### src/rtl/hd_beat_pkg.sv
// Shared beat encodings, sequencer states and the beat-advance rule for the
// HD-CPU beat sequencer.
package hd_beat_pkg;

  localparam logic [2:0] BEAT_NONE = 3'b000;
  localparam logic [2:0] BEAT_W1   = 3'b001;
  localparam logic [2:0] BEAT_W2   = 3'b010;
  localparam logic [2:0] BEAT_W3   = 3'b100;

  typedef enum logic [1:0] {
    IDLE,
    RUN,
    STEP,
    HALT
  } state_t;

  // Illegal or empty beats fall back to W1 so a corrupted W self-recovers.
  function automatic logic [2:0] next_beat(
    input logic [2:0] w,
    input logic       is_short,
    input logic       is_long
  );
    logic [2:0] nb;
    nb = BEAT_W1;
    case (w)
      BEAT_W1: nb = is_short ? BEAT_W1 : BEAT_W2;
      BEAT_W2: nb = is_long  ? BEAT_W3 : BEAT_W1;
      default: nb = BEAT_W1;
    endcase
    return nb;
  endfunction

endpackage

### src/rtl/hd_sync_edge.sv
// Multi-flop synchroniser for an asynchronous level, followed by a delay flop
// that turns its synchronised rising edge into a one-cycle pulse.
module hd_sync_edge #(
  parameter int SYNC_STAGES = 2
) (
  input  logic i_t3,
  input  logic i_rst_n,
  input  logic i_async,
  output logic o_rise
);

  logic [SYNC_STAGES-1:0] r_sync;
  logic                   r_dly;

  generate
    for (genvar gi = 0; gi < SYNC_STAGES; gi++) begin : g_stage
      if (gi == 0) begin : g_first
        always_ff @(negedge i_t3 or negedge i_rst_n) begin
          if (!i_rst_n) r_sync[0] <= 1'b0;
          else          r_sync[0] <= i_async;
        end
      end else begin : g_chain
        always_ff @(negedge i_t3 or negedge i_rst_n) begin
          if (!i_rst_n) r_sync[gi] <= 1'b0;
          else          r_sync[gi] <= r_sync[gi-1];
        end
      end
    end
  endgenerate

  always_ff @(negedge i_t3 or negedge i_rst_n) begin
    if (!i_rst_n) r_dly <= 1'b0;
    else          r_dly <= r_sync[SYNC_STAGES-1];
  end

  assign o_rise = r_sync[SYNC_STAGES-1] & ~r_dly;

endmodule

### src/rtl/hd_beat_sequencer.sv
// W-phase beat sequencer with QD start/single-step control and a conditioned
// interrupt-pending flag. Everything advances on the falling edge of T3.
module hd_beat_sequencer
  import hd_beat_pkg::*;
#(
  parameter int SYNC_STAGES = 2,
  parameter int CNT_W       = 8
) (
  input  logic             T3,
  input  logic             CLR,
  input  logic             QD,
  input  logic             DP,
  input  logic             SHORT,
  input  logic             LONG,
  input  logic             STOP,
  input  logic             PULSE,
  input  logic             EI,
  input  logic             INTA,
  output logic [3:1]       W,
  output logic             RUNNING,
  output logic             INT_PEND,
  output logic [CNT_W-1:0] INSTR_CNT
);

  state_t           r_state;
  logic [2:0]       r_w;
  logic [2:0]       r_resume;
  logic             r_running;
  logic             r_int_pend;
  logic [CNT_W-1:0] r_cnt;

  logic       w_qd_rise;
  logic       w_ps_rise;
  logic [2:0] w_next;
  logic       w_boundary;

  hd_sync_edge #(.SYNC_STAGES(SYNC_STAGES)) u_qd_sync (
    .i_t3    (T3),
    .i_rst_n (CLR),
    .i_async (QD),
    .o_rise  (w_qd_rise)
  );

  hd_sync_edge #(.SYNC_STAGES(SYNC_STAGES)) u_ps_sync (
    .i_t3    (T3),
    .i_rst_n (CLR),
    .i_async (PULSE),
    .o_rise  (w_ps_rise)
  );

  assign w_next     = next_beat(r_w, SHORT, LONG);
  assign w_boundary = (w_next == BEAT_W1);

  always_ff @(negedge T3 or negedge CLR) begin
    if (!CLR) begin
      r_state    <= IDLE;
      r_w        <= BEAT_NONE;
      r_resume   <= BEAT_W1;
      r_running  <= 1'b0;
      r_int_pend <= 1'b0;
      r_cnt      <= '0;
    end else begin
      // A fresh request outranks a simultaneous acknowledge.
      if (w_ps_rise && EI) r_int_pend <= 1'b1;
      else if (INTA)       r_int_pend <= 1'b0;

      case (r_state)
        IDLE, HALT: begin
          if (w_qd_rise) begin
            r_w       <= r_resume;
            r_state   <= DP ? STEP : RUN;
            r_running <= 1'b1;
          end
        end
        RUN, STEP: begin
          if (w_boundary) r_cnt <= r_cnt + CNT_W'(1);
          if (STOP) begin
            r_resume  <= w_next;
            r_w       <= BEAT_NONE;
            r_state   <= HALT;
            r_running <= 1'b0;
          end else if (r_state == STEP && w_boundary) begin
            r_resume  <= BEAT_W1;
            r_w       <= BEAT_NONE;
            r_state   <= HALT;
            r_running <= 1'b0;
          end else begin
            r_w <= w_next;
          end
        end
        default: r_state <= IDLE;
      endcase
    end
  end

  assign W         = r_w;
  assign RUNNING   = r_running;
  assign INT_PEND  = r_int_pend;
  assign INSTR_CNT = r_cnt;

endmodule

### config.mk
export PLATFORM = sky130hd
export DESIGN_NAME = hd_beat_sequencer
export DESIGN_NICKNAME = d
export VERILOG_FILES = /design/src/rtl/hd_beat_pkg.sv /design/src/rtl/hd_sync_edge.sv /design/src/rtl/hd_beat_sequencer.sv
export SDC_FILE = /design/constraint.sdc
export NUM_CORES = 1
export LEC_CHECK = 0
export ABC_AREA = 0
export CORE_AREA = 2 2 54 56
export DETAILED_ROUTE_END_ITERATION = 10
export DIE_AREA = 0 0 56 58
export DONT_BUFFER_PORTS = 1
export GPL_ROUTABILITY_DRIVEN = 0
export PLACE_DENSITY = 0.65
export SYNTH_ARGS = -nofsm -noshare
export SYNTH_HDL_FRONTEND = slang
export SYNTH_SLANG_ARGS = --single-unit
### constraint.sdc
create_clock -name T3 -period 2 [get_ports T3]
set_clock_uncertainty 0.05 [all_clocks]
set_input_delay 0.5 -clock T3 [delete_from_list [all_inputs] [get_ports T3]]
set_output_delay 0.5 -clock T3 [all_outputs]
set_load 0.03 [all_outputs]
Word-level counts from Yosys, hierarchy flattened --
Cells that the tools add are included.
Storage, ports and cells: register bits after elaboration 24, bits of input ports 10, logic and storage cells 55
Cells by class: $add $sub $neg 1, eq/ne operators 8, muxes and demuxes 20, bitwise gates (word level) 4, reductions and logical operators 10
Operator list (count):
- two-way mux 3 bit | 6
- one-hot mux 3 bit (2 select lines) | 2
- two-way mux 2 bit | 5
- adder 8 x 1 -> 8 bit (second input constant) | 1
- equality test 3 x 1 -> 1 bit (second input constant) | 2
- AND reduction 2 bit | 3
- two-way mux 1 bit | 5
- equality test 2 bit (second input constant) | 2
- one-hot mux 2 bit (2 select lines) | 1
- nonzero test 2 bit | 2
- OR reduction 2 bit | 2
- equality test 3 x 2 -> 1 bit (second input constant) | 1
- inequality test 3 bit (second input constant) | 1
- bitwise AND 1 bit | 2
- equality test 2 x 1 -> 1 bit (second input constant) | 1
- logical AND 1 bit | 2
- zero test 2 bit | 1
- inequality test 2 x 1 -> 1 bit (second input constant) | 1
- NOT 1 bit | 2
- one-hot mux 1 bit (2 select lines) | 1

Depth between registers and ports, before layout --
word-level depth 7, mapped depth 7, mapped depth without buffers 5

Hierarchy --
Synthesis repeated with hierarchy kept, for this count alone.
Unflattened totals: cells, all modules 89, area, all modules 1123.6 um^2
By module, submodules not included:
- hd_beat_sequencer | times used 1, cells each 81, area each 945.9 um^2, sequential area each 451.7 um^2
- hd_sync_edge | times used 2, cells each 4, area each 88.8 um^2, sequential area each 75.1 um^2

==> summary.md <==
| Metric | Value |
|---|---|
| Outcome | finished with violations |
| Failing checks | negative setup slack |
| Largest driver fanout on the critical path | 2 |
| Num ports | 23 |
| CTS tree | done |
| Critical Path RT | 1.45 ns |
| Cell count after placement | 142 |
| Net Sw Frac | 0.416 |
| Overall die area | 3250 um2 |
| Final HPWL DP | 1570 um |
| Clock share of power | 0.083 |
| Sequential fraction of the synthesis area | 0.525 |
| Number of optimization iterations in the first detailed-route pass | 2 |
| Power Density | 1680 nW/um2 |
| Hold violation count in the final report | 0 |
| Vertical die dimension | 58 um |
| Number of global-route vias before repair | 854 |
| CTS H-Tree Depth | 1 |
| Largest net degree at the start of global routing | 25 |
| Share of async-settable or async-resettable flops after synthesis | 1.00 |
| Count of clock tree sinks | 24 |
| Mean Syn Cell Area | 12.6 um2 |
| Worst Hold Endpoint | u_qd_sync.r_sync[1] |
| CTS hold repair buffers | 0 |
| Leading cell types in the layout, fill and taps excluded | sky130_fd_sc_hd__dfrtn_1 (23), sky130_fd_sc_hd__buf_4 (18), sky130_fd_sc_hd__xor2_1 (7), sky130_fd_sc_hd__buf_6 (7) |
| Number of vias per cell | 5.39 |
| Unrepaired setup endpoints after global routing | yes |
| Number of I/O port buffers | 0 |
| Clock insertion delay at the later pin of the skew report | 0.36 ns |
| Most common cell after layout, fill and taps aside | sky130_fd_sc_hd__dfrtn_1 |
| Synthesis-to-layout area growth | 35.8% |
| Worst hold path class | reg -> reg |
| Leakage | 0.649 nW |
| Sequential share of power | 0.380 |
| Launch point of the critical path | INSTR_CNT[1] |
| Worst setup slack for register-to-register paths | 0.01 ns |
| Hold Crit Start | u_qd_sync.r_sync[0] |
| Gr ovfl total | 0 |
| Post-synthesis instance area | 1150 um2 |
| Ratio of cells with drive above 1 in the final layout | 0.429 |
| Wire length of the first global-routing pass | 3680 um |
| Ant. Diodes | 0 |
| WS Path Type | reg -> out |
| Cell variety after synth | 34 |
| Non-Filler Instances | 150 |
| Hold Crit Depth | 0 |
| Bufs on Longest Clock Path | 2 |
| Top flip-flop cell by instance count after synthesis | sky130_fd_sc_hd__dfrtn_1 |
| Number of logic stages on the critical path including buffering | 0 |
| Number of antenna-violating nets in the routed design | 0 |
| Worst Tran Pin Value | 0.487 ns |
| Accumulated negative setup slack | -8.78 ns |
| Per-cell routed wire length | 14.8 um |
| Number of pins exceeding their max-slew limit in the final report | 0 |
| Switching power of the nets | 1.09 mW |
| Total number of vias | 809 |
| Worst Setup End Kind | primary output |
| Int Pwr | 1.53 mW |
| CTS buffer count | 3 |
| Worst path arrival time | 1.91 ns |
| Number of nets produced by synthesis | 103 |
| Number of design-rule violations left by the first detailed-router iteration | 5 |
| Initial cell density of the core | 0.430 |
| Nature of the critical path startpoint | register |
| Die width | 56 um |
| CTS root buf | sky130_fd_sc_hd__clkbuf_4 |
| # rows | 19 |
| Placeable Area | 2660 um2 |
| Maximum Capacitance Violations | 0 |
| Slack of the critical path | -0.459 ns |
| Count of unresolved DRC violations after routing | 0 |
| Combinational Power Share | 0.536 |
| Count of cells along the worst register-to-register path | 5 |
| Final wirelength | 2230 um |
| Warning count from the yosys run | 0 |
| Overall Global Routing Usage | 0.147 |
| Relative slew slack | 0.675 |
| R2r endpoint | INSTR_CNT[7] |
| Worst supply voltage drop on vdd | 1.07 mV |
| # setup viols final | 30 |
| Startpoint of the most critical register-to-register path | r_state[0] |
| Number of antenna violations at the first check in global routing | 0 |
| Post-synthesis register bit count | 24 |
| Pre-CTS setup slack | -0.553 ns |
| Post-layout nets | 132 |
| Synthesized instance count | 91 |
| Post-synth EDFFs | 0 |
| Clock transition at the registers of the reported paths | 0.09 ns |
-- power by group through the flow --
stage | clock network (mW) | logic (mW) | registers (mW)
after floorplan | 0.00626 | 0.566 | 1.08
after global placement | 0.00626 | 1.10 | 1.00
after detailed placement | 0.00626 | 1.14 | 1.01
after CTS | 0.232 | 1.30 | 1.00
after global routing | 0.249 | 1.52 | 1.02
final | 0.219 | 1.41 | 0.996
-- registers in the layout (all words and copies together) (netlist names) --
| register | count |
|---|---|
| RUNNING | 1 |
| INT_PEND | 1 |
| W | 3 |
| r_resume | 3 |
| u_qd_sync.r_dly | 1 |
| u_ps_sync.r_dly | 1 |
| r_state | 2 |
| u_ps_sync.r_sync | 2 |
| INSTR_CNT | 8 |
| u_qd_sync.r_sync | 2 |
-- worst max-delay path by stage --
stage                     slack, ns      endpoint
after global placement        -0.52  INSTR_CNT[2]
after CTS                     -0.47  INSTR_CNT[1]
after global routing          -0.49  INSTR_CNT[0]
after floorplan               -0.48  INSTR_CNT[1]
final                         -0.46  INSTR_CNT[1]
after detailed placement      -0.55  INSTR_CNT[2]
-- through the flow --
step | hold slack [ns] | total power [mW] | utilization | area [um2]
floorplan | 0.242 | 1.65 | - | 1160
global placement | 0.243 | 2.11 | 0.516 | 1370
detailed placement | 0.248 | 2.15 | 0.516 | 1370
CTS | 0.250 | 2.53 | 0.554 | 1480
global route | 0.254 | 2.79 | 0.585 | 1560
finish | 0.248 | 2.62 | 0.585 | 1560
-- kinds of logic (layout without fill, tap and decap cells) --
group,Yosys count,in the layout,synth area share
xor+xnor,7,7,0.0535
mux,4,4,0.0393
simple gates,30,30,0.219
compound gates,15,15,0.0972
buf+inv,9,37,0.0437
flops,24,24,0.525
fa+ha+maj,2,2,0.0218
-- synthesized netlist by cell type, drive strengths merged (2+ instances only) --
library cell | number | area, um2
dfrtn | 23 | 576
xor2 | 7 | 61.3
inv | 5 | 18.8
nand2b | 5 | 31.3
nor3 | 5 | 30.0
buf | 4 | 31.3
mux2 | 4 | 45.0
nor4 | 4 | 50.1
o21ai | 4 | 20.0
nand2 | 3 | 11.3
a22o | 2 | 17.5
a22oi | 2 | 15.0
ha | 2 | 25.0
nand4 | 2 | 12.5
nand4b | 2 | 17.5
nor2b | 2 | 12.5
nor4b | 2 | 38.8
o211a | 2 | 20.0
o31ai | 2 | 15.0
-- final cells by class --
type | count | area (um2)
Clock buffer | 3 | 22.5
Clock inverter | 2 | 7.51
Fill cell | 242 | 1110
Inverter | 4 | 15.0
Multi-Input combinational cell | 58 | 597
Sequential cell | 24 | 602
Tap cell | 31 | 38.8
Timing Repair Buffer | 28 | 274
-- metal layers --
layer / vias up / share of wire / GRT usage
met5: - / 0 / 0
li1: 388 / - / -
met1: 400 / 0.41 / 0.167
met3: 4 / 0.043 / 0.0379
met4: 0 / 0.018 / 0.0646
met2: 17 / 0.53 / 0.264
-- what timing repair did --
action                     CTS  global route
buffers inserted             1             5
gates resized for setup     14             8
pin swaps                   10             8
setup endpoints to repair   29            29
Power figures use the tool's default switching activity.
